## src/rtl/ustc_pkg.sv

```systemverilog
// Shared widths, out_ctrl bit positions and FSM state encoding for the
// sparse encoder slice.
package ustc_pkg;

  localparam int DW_DATA = 8;
  localparam int DW_ROW  = 4;
  localparam int DW_COL  = 4;
  localparam int DW_CTRL = 4;
  localparam int DW_A    = DW_DATA + DW_ROW + DW_COL;

  localparam int CTRL_FIRST    = 0;
  localparam int CTRL_LAST     = 1;
  localparam int CTRL_LAST_ROW = 2;

  typedef enum logic [1:0] {
    IDLE   = 2'd0,
    LOAD   = 2'd1,
    SCAN   = 2'd2,
    FINISH = 2'd3
  } state_t;

endpackage

```

## src/rtl/ustc_nz_pick.sv

```systemverilog
// Combinational find-first-set over a K-bit nonzero mask: lowest set column,
// whether any bit is set, and whether exactly one bit is set.
module ustc_nz_pick #(
  parameter int K  = 16,
  parameter int CW = 4
) (
  input  logic [K-1:0]  mask,
  output logic [CW-1:0] col,
  output logic          found,
  output logic          last
);

  // Scan high to low so the lowest set bit wins.
  always_comb begin
    col = '0;
    for (int i = K - 1; i >= 0; i--) begin
      if (mask[i]) col = CW'(i);
    end
  end

  assign found = |mask;
  assign last  = found && ((mask & (mask - 1'b1)) == '0);

endmodule

```

## src/rtl/ustc_sparse_encoder.sv

```systemverilog
// Dense-row to sparse-entry encoder: each accepted row is reduced to a nonzero
// mask and drained one {data,row,col} entry per out handshake.
//
// state  | meaning
// IDLE   | waiting for start
// LOAD   | waiting for the next dense row
// SCAN   | emitting the held row's nonzeros, lowest column first
// FINISH | one-cycle done pulse, nnz_total final
module ustc_sparse_encoder
  import ustc_pkg::*;
#(
  parameter int M       = 16,
  parameter int K       = 16,
  parameter int DW_DATA = ustc_pkg::DW_DATA,
  parameter int DW_ROW  = ustc_pkg::DW_ROW,
  parameter int DW_COL  = ustc_pkg::DW_COL,
  parameter int DW_CTRL = ustc_pkg::DW_CTRL,
  parameter int DW_A    = DW_DATA + DW_ROW + DW_COL
) (
  input  logic                 clk,
  input  logic                 reset,
  input  logic                 start,
  input  logic                 in_valid,
  output logic                 in_ready,
  input  logic [K*DW_DATA-1:0] in_row,
  output logic                 out_valid,
  input  logic                 out_ready,
  output logic [DW_A-1:0]      out_a,
  output logic [DW_CTRL-1:0]   out_ctrl,
  output logic                 done,
  output logic [8:0]           nnz_total
);

  state_t               state, state_nx;
  logic [K-1:0]         mask, in_nz;
  logic [K*DW_DATA-1:0] data;
  logic [DW_ROW-1:0]    row_cur, row_next;
  logic                 first;
  logic [8:0]           nnz;
  logic [DW_COL-1:0]    col;
  logic                 found, last;
  logic                 scanning, last_row, row_end, hs_in, hs_out;
  logic [DW_DATA-1:0]   elem;

  ustc_nz_pick #(.K(K), .CW(DW_COL)) u_pick (
    .mask  (mask),
    .col   (col),
    .found (found),
    .last  (last)
  );

  always_comb begin
    in_nz = '0;
    for (int c = 0; c < K; c++) begin
      in_nz[c] = |in_row[c*DW_DATA +: DW_DATA];
    end
  end

  assign scanning  = (state == SCAN);
  assign last_row  = (row_cur == DW_ROW'(M - 1));
  assign out_valid = scanning && found;
  assign hs_out    = out_valid && out_ready;
  // A row ends on its last handshake, or immediately if it had no nonzeros.
  assign row_end   = scanning && (!found || (out_ready && last));
  assign in_ready  = (state == LOAD) || (row_end && !last_row);
  assign hs_in     = in_valid && in_ready;
  assign elem      = data[int'(col)*DW_DATA +: DW_DATA];
  assign out_a     = out_valid ? {elem, row_cur, col} : '0;
  assign done      = (state == FINISH);
  assign nnz_total = nnz;

  always_comb begin
    out_ctrl = '0;
    if (out_valid) begin
      out_ctrl[CTRL_FIRST]    = first;
      out_ctrl[CTRL_LAST]     = last;
      out_ctrl[CTRL_LAST_ROW] = last_row;
    end
  end

  always_comb begin
    state_nx = state;
    case (state)
      IDLE:   if (start) state_nx = LOAD;
      LOAD:   if (in_valid) state_nx = SCAN;
      SCAN: begin
        if (row_end) begin
          if (last_row)      state_nx = FINISH;
          else if (in_valid) state_nx = SCAN;
          else               state_nx = LOAD;
        end
      end
      FINISH: state_nx = IDLE;
      default: state_nx = IDLE;
    endcase
  end

  always_ff @(posedge clk) begin
    if (!reset) begin
      state    <= IDLE;
      mask     <= '0;
      data     <= '0;
      row_cur  <= '0;
      row_next <= '0;
      first    <= 1'b0;
      nnz      <= '0;
    end else begin
      state <= state_nx;
      if (state == IDLE && start) begin
        nnz      <= '0;
        row_next <= '0;
      end
      if (hs_in) begin
        data     <= in_row;
        mask     <= in_nz;
        row_cur  <= row_next;
        row_next <= row_next + 1'b1;
        first    <= 1'b1;
      end else if (hs_out) begin
        mask  <= mask & ~(K'(1) << col);
        first <= 1'b0;
      end
      if (hs_out) nnz <= nnz + 1'b1;
    end
  end

endmodule

```

## config.mk

```make
export PLATFORM = sky130hd
export DESIGN_NAME = ustc_sparse_encoder
export DESIGN_NICKNAME = d
export VERILOG_FILES = /design/src/rtl/ustc_pkg.sv /design/src/rtl/ustc_nz_pick.sv /design/src/rtl/ustc_sparse_encoder.sv
export SDC_FILE = /design/constraint.sdc
export NUM_CORES = 1
export LEC_CHECK = 0
export BUFFER_PORTS_ARGS = -buffer_cell sky130_fd_sc_hd__buf_2
export CORE_UTILIZATION = 25
export CTS_BUF_LIST = sky130_fd_sc_hd__clkbuf_16
export CTS_CLUSTER_SIZE = 8
export DETAILED_ROUTE_END_ITERATION = 7
export GPL_TIMING_DRIVEN = 0
export SYNTH_ARGS = -nofsm -noshare
export SYNTH_HDL_FRONTEND = slang
export SYNTH_SLANG_ARGS = --single-unit
```

## constraint.sdc

```tcl
create_clock -name clk -period 3.3 [get_ports clk]
set_input_delay 0 -clock clk [delete_from_list [all_inputs] [get_ports clk]]
set_output_delay 0 -clock clk [all_outputs]
set_load 0.05 [all_outputs]
```

==> flow_summary_export.csv, run 1 <==
group,metric,value,unit
run_status,outcome,"finished with violations",
run_status,violations,"design-rule violations",
synthesis,synth_top_area_share,36.2,%
grt,gr-total-overflow,0,
die,core,35700,um2
finish,syn_to_final_growth,42.1,%
sta,rsz0062_at_grt,"yes",
finish,layout-drive-gt1-share,21.2,%
die,fp.dieW,193,um
placed_design,place_ws,-0.956,ns
grt,antenna_found_initial,0,
route,vias_per_cell,5.08,
sta,whs,0.0708,ns
synthesis,synthesis.area,9080,um2
clock_tree,clkTransAtPathRegs,0.07,ns
sta,fin_ws,0.0307,ns
route,drc,18,
grt,grt_max_degree,17,
placed_design,dpl.hpwl,27500,um
power,power_density,545,nW/um2
route,wire_per_inst,19.2,um
clock_tree,cts_buffers,17,
power,vdd_ir_drop_max,0.359,mV
synthesis,synthXorXnorAreaFrac,0.193,%
synthesis,synth_edf_count,0,
synthesis,synth_compound_area_share,12.6,%
sta,tightest_slew,0.928,ns
sta,fin_crit,3.27,ns
synthesis,muxShareOfSynthArea,17.8,%
clock_tree,htreeDepth,4,
clock_tree,cts_tree,"built",
die,ios,165,
worst_setup_path,crit_fanout,10,
sta,hold_viol_final,0,
synthesis,yosysWarningCount,0,
sta,max_freq,306,MHz
route,drtAntennaViolNets,0,
grt,grt_pass1_wl,54400,um
clock_tree,ctsLongestPathBuffers,2,
route,num_vias,9650,
finish,final_util,36.2,%
synthesis,ys_top_cells_by_count,"nand2_1 (331), dfxtp_1 (164), mux2i_1 (154)",
sta,post-route-period-util,99.1,%
synthesis,async_flop_share,0,%
synthesis,syn_area_per_cell,8.20,um2
synthesis,yosys.area_share.simple,26.4,%
route,firstDrtPassIters,8,
placed_design,portBuffers,161,
synthesis,ys.flop_type,"dfxtp_1",
finish,diodes,0,
worst_hold_path,hold_path.class,"input port to flip-flop",
worst_setup_path,cp_data_required_time,3.30,ns
sta,setup_viol,0,
worst_setup_path,worstPathArrival,3.27,ns
synthesis,synth_fa_ha_area_share,0.276,%
synthesis,yosys.area.top_type,"dfxtp_1",
route,wl,36600,um
power,p_leak,4.93,nW
flow_run,cap_violations,0,
sta,skew,0.0142,ns
synthesis,yosysSeqAreaShare,36.2,%
synthesis,yosysMostFrequentCell,"nand2_1",
clock_tree,cts_num_sinks,164,
grt,first_global_vias,9401,
synthesis,synth_area_leaders,"dfxtp_1 (36%), mux2i_1 (17%), nand2_1 (14%)",
synthesis,ys_types,70,
route,drt_iter0_drc,729,
synthesis,synthesis.nets,1242,
die,die_h,193,um
clock_tree,root_buffer,"clkbuf_16",
worst_setup_path,worst_setup_path_end_kind,"output pin",
die,start_util,25.5,%
clock_tree,clock_latency,0.44,ns
grt,track_usage,19.7,%
die,dieArea,37100,um2
placed_design,routabilityCongestion,0.937,
worst_setup_path,criticalPathCategory,"flip-flop to output pin",
sta,relSlewSlack,38.1,%
synthesis,postSynthCellCount,1107,
finish,fin_nets,1562,
worst_setup_path,critPathLaunchType,"flip-flop",
die,num_rows,69,
synthesis,synth_top_family_by_area,"simple AND/OR/NAND/NOR gates",
sta,slew_violations,0,
synthesis,yosys_register_bits,164,
-- registers in the layout, summed over array words and instances, names as in the netlist --
name       count
mask          16
row_cur        4
row_next       4
first          1
state          2
data         128
nnz_total      9
-- per-stage QoR --
stage | TNS, ns | area [um2] | total power, W | std cells
floorplan | 0 | 9090 | 0.00367 | 1107
global placement | -19.17 | 10500 | 0.00447 | 1729
finish | 0 | 12900 | 0.00703 | 1901
detailed placement | -10.98 | 10500 | 0.00448 | 1730
CTS | 0 | 12700 | 0.00684 | 1895
global route | -0.0832 | 12900 | 0.00731 | 1901
-- cell families (layout without fill, tap and decap cells) --
family / after synthesis / after routing
AO/OA/AOI/OAI: 156 / 156
other: 1 / 1
buffers and inverters: 102 / 435
AND/OR/NAND/NOR: 519 / 519
XOR/XNOR: 2 / 2
flip-flops: 164 / 164
adder cells (fa/ha/maj): 2 / 2
multiplexers: 161 / 161
-- placed cells by master, fill, tap and decap left out, types with 5 or more instances in the layout --
cell type      count
clkbuf_2           7
dfxtp_2            6
o21ai_0           28
buf_2            157
buf_6              8
buf_12            10
and2_1            11
a21oi_1            7
a211oi_1          11
nor4_1             5
or4_1             39
clkbuf_16         18
nor2b_1            6
nand3_1           25
nand2b_1           5
dfxtp_1          158
o211ai_1          22
o31a_1             5
nor2_1            27
inv_1              9
o21ai_1            8
o311ai_0           8
nand2_1          328
nor3_1            11
buf_4             31
o2111ai_1          5
mux2i_1          153
dlygate4sd3_1    130
clkbuf_1          42
a211o_1            5
and3_1            23
nand4_1           10
-- worst max-delay path: stages, from the launching register on --
cell and delay (ns):
dfxtp_2 0.44, nor2_1 0.12, a221o_1 0.41, a211oi_4 0.42
buf_4 0.31, mux2i_1 0.16, a31oi_1 0.22, o21ai_1 0.13
a311oi_2 0.34, buf_4 0.27
-- where the power goes --
group          total, W  internal (W)  switching [W]
Sequential      0.00224       0.00211       0.000128
Clock           0.00200       0.00106       0.000938
Combinational   0.00280       0.00111        0.00169
-- per-layer routing --
layer	part of all wire [%]	global-route usage (%)	routed length, um	vias to the layer above
met1	43	25.1	15800	4583
met5	0	0	0	-
met3	6.6	3.71	2420	72
met4	3.7	8.30	1370	0
met2	46	32.3	16900	398
li1	-	-	-	4597
-- repair_timing --
| action | 4_1_cts | 5_1_grt |
|---|---|---|
| setup endpoints to repair | 111 | 100 |
| hold buffers | 130 | 0 |
| gates cloned | 1 | 0 |
| setup buffers | 8 | 9 |
| resized for setup | 73 | 51 |
| endpoints found under the hold margin | 131 | 0 |
| pin swaps | 17 | 9 |
-- worst paths after layout --
check                           slack (ns)                   from  cells after the start                     end
worst min register to register        0.45  data[47]$_SDFFE_PN0P_                      2   data[47]$_SDFFE_PN0P_
worst min-delay path                  0.07              out_ready                      5   state[0]$_SDFFE_PN0P_
worst max register to register        0.06   mask[0]$_SDFFE_PN0P_                     11  data[119]$_SDFFE_PN0P_
worst max-delay path                  0.03  mask[11]$_SDFFE_PN0P_                      9               out_a[14]
-- cell type report --
class,instances,area (um2)
fillers,3714,22800
multi-input cells,841,5500
flip-flops and latches,164,3290
repair buffers,310,2310
plain buffers,82,608
well taps,461,577
clock buffers,17,425
clock inverters,15,148
inverters,11,41.3
(Power assumes the default switching activity.)
==> run 2: changes to the inputs <==
- MAX_ROUTING_LAYER: default -> met4
==> flow_summary_export.csv, run 2 (synthesis results as in run 1) <==
group,metric,value,unit
sta,fin_crit,3.32,ns
worst_setup_path,worst_path_most_repeated_cell,"a31oi_2",
worst_setup_path,rr_endpoint,"mask[12]$_SDFFE_PN0P_",
finish,syn_to_final_growth,41.7,%
clock_tree,cts_tree,"built",
die,die_h,193,um
clock_tree,cts_num_sinks,164,
worst_setup_path,path_buf_inv,4,
worst_setup_path,crit_fanout,10,
finish,fin_nets,1560,
die,ios,165,
route,wire_per_inst,19.4,um
placed_design,dpl.hpwl,27500,um
worst_hold_path,min_from,"out_ready",
sta,slew_violations,0,
sta,whs,0.0683,ns
die,dieArea,37100,um2
worst_setup_path,worstPathArrival,3.32,ns
die,core,35700,um2
route,vias_per_cell,5.09,
run_status,violations,"design-rule violations, negative setup slack",
worst_setup_path,ff2ff_setup_slack,0.03,ns
placed_design,place_ws,-1.36,ns
clock_tree,htreeDepth,4,
sta,rsz0062_at_grt,"yes",
grt,first_global_vias,9448,
route,drtAntennaViolNets,0,
placed_design,portBuffers,161,
finish,diodes,0,
finish,layout_commonest_cell,"nand2_1",
finish,largest_reg_flops,128,
power,switching_share,37.8,%
worst_hold_path,hold_depth,5,
power,vdd_ir_drop_max,0.369,mV
power,p_clk_share,28.9,%
sta,relSlewSlack,38.6,%
sta,tightest_slew,0.921,ns
grt,grt_max_degree,17,
die,fp.dieW,193,um
power,switchingPower,0.00266,W
route,wl,36800,um
placed_design,routabilityCongestion,0.950,
worst_setup_path,r2r_cells,12,
flow_run,cap_violations,0,
worst_setup_path,worst_setup_path_end_kind,"output pin",
clock_tree,cts_buffers,17,
sta,max_freq,301,MHz
sta,fin_ws,-0.0212,ns
grt,gr-total-overflow,0,
worst_hold_path,min_to,"state[0]$_SDFFE_PN0P_",
grt,antenna_found_initial,0,
power,power_density,546,nW/um2
worst_setup_path,criticalPathCategory,"flip-flop to output pin",
power,combPwrFrac,39.4,%
worst_setup_path,slowest_delay,0.41,ns
clock_tree,clkTransAtPathRegs,0.06,ns
worst_setup_path,slowest_stage,"or3b_4",
clock_tree,clock_latency,0.44,ns
worst_setup_path,crit_path_cell_trace,"buf_2 -> or3b_4 -> a31oi_2 -> a211oi_4 -> buf_4 -> o21ai_1 -> clkbuf_4 -> nand2_1 -> a311o_1 -> a31oi_2 -> buf_6",
worst_setup_path,critPathTopFamily,"compound AO/OA/AOI/OAI gates",
route,drt_iter0_drc,732,
worst_setup_path,critPathLaunchType,"flip-flop",
sta,post-route-period-util,101,%
clock_tree,ctsLongestPathBuffers,2,
worst_setup_path,timing.rr.start,"mask[0]$_SDFFE_PN0P_",
route,drc,18,
finish,layout-drive-gt1-share,20.7,%
power,p_leak,4.94,nW
sta,setup_viol,1,
finish,final_cell_mix,"nand2_1 (328), dfxtp_1 (161), buf_2 (156)",
power,p_int,0.00438,W
route,firstDrtPassIters,8,
grt,track_usage,20.1,%
finish,top_register,"data",
sta,skew,0.0158,ns
route,num_vias,9658,
run_status,outcome,"finished with violations",
power,pwr-share-seq,31.8,%
grt,grt_pass1_wl,54200,um
worst_setup_path,cp_data_required_time,3.30,ns
sta,hold_viol_final,0,
die,num_rows,69,
worst_hold_path,hold_path.class,"input port to flip-flop",
clock_tree,root_buffer,"clkbuf_16",
die,start_util,25.5,%
-- run 2: changes by cell type in the layout (fill, tap and decap cells not counted), sizes merged --
| cell | change |
|---|---|
| buf | -8 |
| clkbuf | +6 |
| clkinvlp | -3 |
| bufinv | +2 |
| clkinv | +1 |
| inv | -1 |
-- run 2: through the flow --
step                power [W]  utilization [%]  std cells  area [um2]  setup TNS [ns]
finish                0.00703             36.1       1898       12900         -0.0212
global route          0.00728             36.1       1898       12900           -1.24
CTS                   0.00688             35.7       1897       12700               0
detailed placement    0.00448             29.4       1729       10500          -16.99
global placement      0.00447             29.4       1729       10500          -19.58
floorplan             0.00367                -       1107        9090               0
-- run 2: worst min-delay path, stage by stage --
cell	delay, ns
buf_2	0.13
nand4_1	0.07
nor4_1	0.06
o21ai_1	0.12
a21boi_1	0.06
-- run 2: layer usage --
metal | track usage (%) | routed length [um]
met5 | - | 0
met3 | 2.44 | 2140
met1 | 25.2 | 16000
met2 | 31.9 | 16900
met4 | 10.2 | 1840
-- run 2: repair_timing --
item | 4_1_cts | 5_1_grt
hold buffers | 130 | 0
cloned | 1 | 0
resized for setup | 67 | 44
buffers inserted | 11 | 3
pin swaps | 20 | 4
setup endpoints to repair | 113 | 114
hold endpoints to repair | 130 | 0
-- run 2: cell type report --
| class | instances | area, um2 |
|---|---|---|
| Inverter | 11 | 41.3 |
| Sequential cell | 164 | 3290 |
| Buffer | 84 | 618 |
| Clock inverter | 14 | 160 |
| Fill cell | 3712 | 22800 |
| Clock buffer | 17 | 425 |
| Timing Repair Buffer | 306 | 2300 |
| Tap cell | 461 | 577 |
| Multi-Input combinational cell | 841 | 5460 |
-- run 2: worst max-delay path by stage --
stage                                startpoint                     to  slack [ns]  cells past startpoint
final                      mask[7]$_SDFFE_PN0P_              out_a[11]       -0.02                     11
after floorplan            mask[4]$_SDFFE_PN0P_  data[43]$_SDFFE_PN0P_       0.007                     12
after CTS                 mask[11]$_SDFFE_PN0P_               out_a[8]       0.005                      9
after detailed placement  mask[11]$_SDFFE_PN0P_              out_a[11]       -1.36                      9
after global placement    mask[11]$_SDFFE_PN0P_              out_a[10]       -1.33                      9
after global routing       mask[1]$_SDFFE_PN0P_               out_a[8]       -0.05                     10
-- run 2: power groups by stage --
| stage | clock network, W | logic, W | registers (W) |
|---|---|---|---|
| 6_report | 0.00203 | 0.00277 | 0.00223 |
| 5_1_grt | 0.00214 | 0.00290 | 0.00225 |
| 4_1_cts | 0.00206 | 0.00261 | 0.00222 |
| 3_5_place_dp | 0 | 0.00223 | 0.00225 |
| 3_3_place_gp | 0 | 0.00222 | 0.00225 |
| 2_1_floorplan | 0 | 0.00146 | 0.00221 |
==> run 3: changes to the inputs <==
- CORE_UTILIZATION: 25 -> 30
- SYNTH_HIERARCHICAL: default -> 1
==> flow_summary_export.csv, run 3 <==
group,metric,value,unit
grt,grt_pass1_wl,43800,um
clock_tree,clock_latency,0.43,ns
route,vias_per_cell,4.96,
placed_design,place_ws,0.144,ns
grt,antenna_found_initial,0,
clock_tree,htreeDepth,4,
power,vdd_ir_drop_max,0.302,mV
finish,final_util,42.7,%
route,wire_per_inst,17.6,um
worst_setup_path,timing.rr.start,"mask[7]$_SDFFE_PN0P_",
finish,diodes,0,
die,num_rows,61,
finish,finalNonFillerCells,1660,
route,wl_met2,13400,um
worst_setup_path,crit_path_start,"mask[14]$_SDFFE_PN0P_",
finish,final_cell_mix,"nand2_1 (275), mux2i_1 (167), dfxtp_1 (162)",
sta,tightest_slew,0.967,ns
finish,largest_reg_flops,128,
worst_setup_path,path_buf_inv,3,
route,m1WireLength,13500,um
worst_setup_path,crit_path_cell_trace,"nor2_1 -> nor3_1 -> o31ai_1 -> a211oi_1 -> o31a_1 -> clkbuf_4 -> clkbuf_4 -> mux4_2 -> nand3_1 -> nand3_1 -> buf_2",
route,highest_layer,"met4",
route,num_vias,8231,
synthesis,ys_types,53,
worst_setup_path,critical_path_cell_count,11,
synthesis,yosysSeqAreaShare,38.0,%
route,wl_met3,1330,um
sta,fin_crit,3.23,ns
route,wl,29300,um
finish,top_register,"data",
synthesis,ys_top_cells_by_count,"nand2_1 (275), mux2i_1 (169), dfxtp_1 (164)",
worst_setup_path,critPathCapture,"out_a[14]",
grt,first_global_vias,7960,
die,fp.dieW,172,um
worst_setup_path,slowest_stage,"dfxtp_1",
worst_setup_path,critPathLaunchType,"flip-flop",
die,start_util,30.8,%
synthesis,postSynthCellCount,957,
clock_tree,clkTransAtPathRegs,0.06,ns
sta,hold_viol_final,0,
placed_design,dpl.hpwl,21600,um
synthesis,async_flop_share,0,%
sta,relSlewSlack,35.5,%
synthesis,syn_area_per_cell,9.02,um2
worst_setup_path,worst_setup_path_end_kind,"output pin",
worst_hold_path,hold_path.class,"input port to flip-flop",
placed_design,routabilityCongestion,0.899,
route,drt_iter0_drc,528,
finish,fin_nets,1404,
power,p_leak,4.63,nW
route,firstDrtPassIters,5,
worst_setup_path,r2r_cells,12,
worst_setup_path,criticalPathCategory,"flip-flop to output pin",
worst_setup_path,crit_fanout,10,
worst_setup_path,ff2ff_setup_slack,0.20,ns
grt,gr-total-overflow,0,
synthesis,yosysWarningCount,6,
flow_run,cap_violations,0,
route,drc,0,
grt,grt_max_degree,17,
clock_tree,ctsLongestPathBuffers,2,
clock_tree,cts_num_sinks,164,
synthesis,yosysMostFrequentCell,"nand2_1",
synthesis,synthesis.area,8630,um2
clock_tree,cts_tree,"built",
route,drtAntennaViolNets,0,
power,power_density,497,nW/um2
finish,layout-drive-gt1-share,21.8,%
worst_setup_path,worstPathArrival,3.23,ns
synthesis,yosys.area.top_type,"dfxtp_1",
sta,rsz0062_at_grt,"no",
finish,final_area,12000,um2
sta,fin_ws,0.0728,ns
sta,max_freq,310,MHz
sta,slew_violations,0,
placed_design,place_area,9910,um2
worst_setup_path,slowest_delay,0.39,ns
die,die_h,172,um
placed_design,dp.cells,1496,
die,core,28000,um2
die,dieArea,29500,um2
die,ios,165,
synthesis,yosys_register_bits,164,
synthesis,synth_area_leaders,"dfxtp_1 (38%), mux2i_1 (20%), nand2_1 (12%)",
synthesis,synth_top_area_share,38.0,%
sta,setup_viol,0,
worst_setup_path,critPathTopFamily,"buffers and inverters",
worst_setup_path,rr_endpoint,"data[60]$_SDFFE_PN0P_",
sta,post-route-period-util,97.8,%
clock_tree,root_buffer,"clkbuf_16",
finish,syn_to_final_growth,38.6,%
run_status,outcome,"finished, final reports clean",
synthesis,synthesis.nets,1092,
finish,layout_commonest_cell,"nand2_1",
worst_setup_path,cp_data_required_time,3.30,ns
clock_tree,cts_buffers,17,
synthesis,synth_edf_count,0,
finish,fillers,2771,
grt,track_usage,20.4,%
placed_design,portBuffers,161,
synthesis,ys.flop_type,"dfxtp_1",
sta,skew,0.00991,ns
run 3: per-stage QoR:
| stage | TNS (ns) | hold slack, ns | total power [W] |
|---|---|---|---|
| 6_report | 0 | 0.0258 | 0.00595 |
| 5_1_grt | 0 | 0.0647 | 0.00618 |
| 2_1_floorplan | 0 | 0.142 | 0.00319 |
| 3_3_place_gp | 0 | 0.259 | 0.00366 |
| 3_5_place_dp | 0 | 0.262 | 0.00367 |
| 4_1_cts | -0.00966 | 0.00807 | 0.00578 |
run 3: worst reg2reg max path, stage by stage (launching register included):
cell and delay [ns]:
dfxtp_1 0.39, nor4_4 0.42, nand2_2 0.15, o41ai_2 0.21, nor2_1 0.11, nor4_4 0.36, a21boi_4 0.13, o31ai_4 0.28
and2_1 0.20, buf_6 0.14, buf_6 0.20, buf_6 0.23, mux2i_1 0.21
run 3: area by class of cell:
| cell class | count | area, um2 | area share (%) |
|---|---|---|---|
| multi-input cells | 712 | 4970 | 41.6 |
| inverters | 5 | 18.8 | 0.157 |
| well taps | 378 | 473 | 3.95 |
| clock inverters | 15 | 146 | 1.22 |
| clock buffers | 17 | 425 | 3.56 |
| repair buffers | 296 | 2180 | 18.3 |
| flip-flops and latches | 164 | 3290 | 27.5 |
| plain buffers | 73 | 454 | 3.80 |
run 3: cell families (layout without fill, tap and decap cells):
group / after synthesis / after routing / synth area share [%]
AND/OR/NAND/NOR: 410 / 410 / 22.2
adder cells (fa/ha/maj): 2 / 2 / 0.290
flip-flops: 164 / 164 / 38.0
AO/OA/AOI/OAI: 105 / 105 / 8.54
multiplexers: 192 / 192 / 25.6
XOR/XNOR: 2 / 2 / 0.203
other: 1 / 1 / 0.0434
buffers and inverters: 81 / 406 / 5.10
run 3: repair_timing:
item	in CTS	in global routing
setup buffers	2	4
pin swaps	1	8
setup endpoints to repair	8	43
hold buffers	128	0
resized for setup	13	29
hold endpoints to repair	128	0
gates cloned	0	1
run 3: worst min path at each step:
stage                     cells past startpoint                endpoint   startpoint  slack [ns]
after floorplan                               2  data[100]$_SDFFE_PN0P_  in_row[100]        0.14
after global placement                        3   data[16]$_SDFFE_PN0P_   in_row[16]        0.26
after detailed placement                      3   data[80]$_SDFFE_PN0P_   in_row[80]        0.26
after CTS                                     3   state[1]$_SDFFE_PN0P_     in_valid       0.008
after global routing                          3   state[1]$_SDFFE_PN0P_     in_valid        0.06
final                                         3   state[1]$_SDFFE_PN0P_     in_valid        0.03
run 3: per-layer routing:
| layer | up-vias | global-route usage [%] |
|---|---|---|
| met2 | 239 | 31.5 |
| met1 | 3916 | 26.2 |
| met4 | 0 | 9.12 |
| li1 | 4017 | - |
| met5 | - | - |
| met3 | 59 | 3.01 |
run 3: report_power, final:
part	internal, W	switching [W]
Sequential	0.00209	0.0000893
Combinational	0.000812	0.000986
Clock	0.00106	0.000908
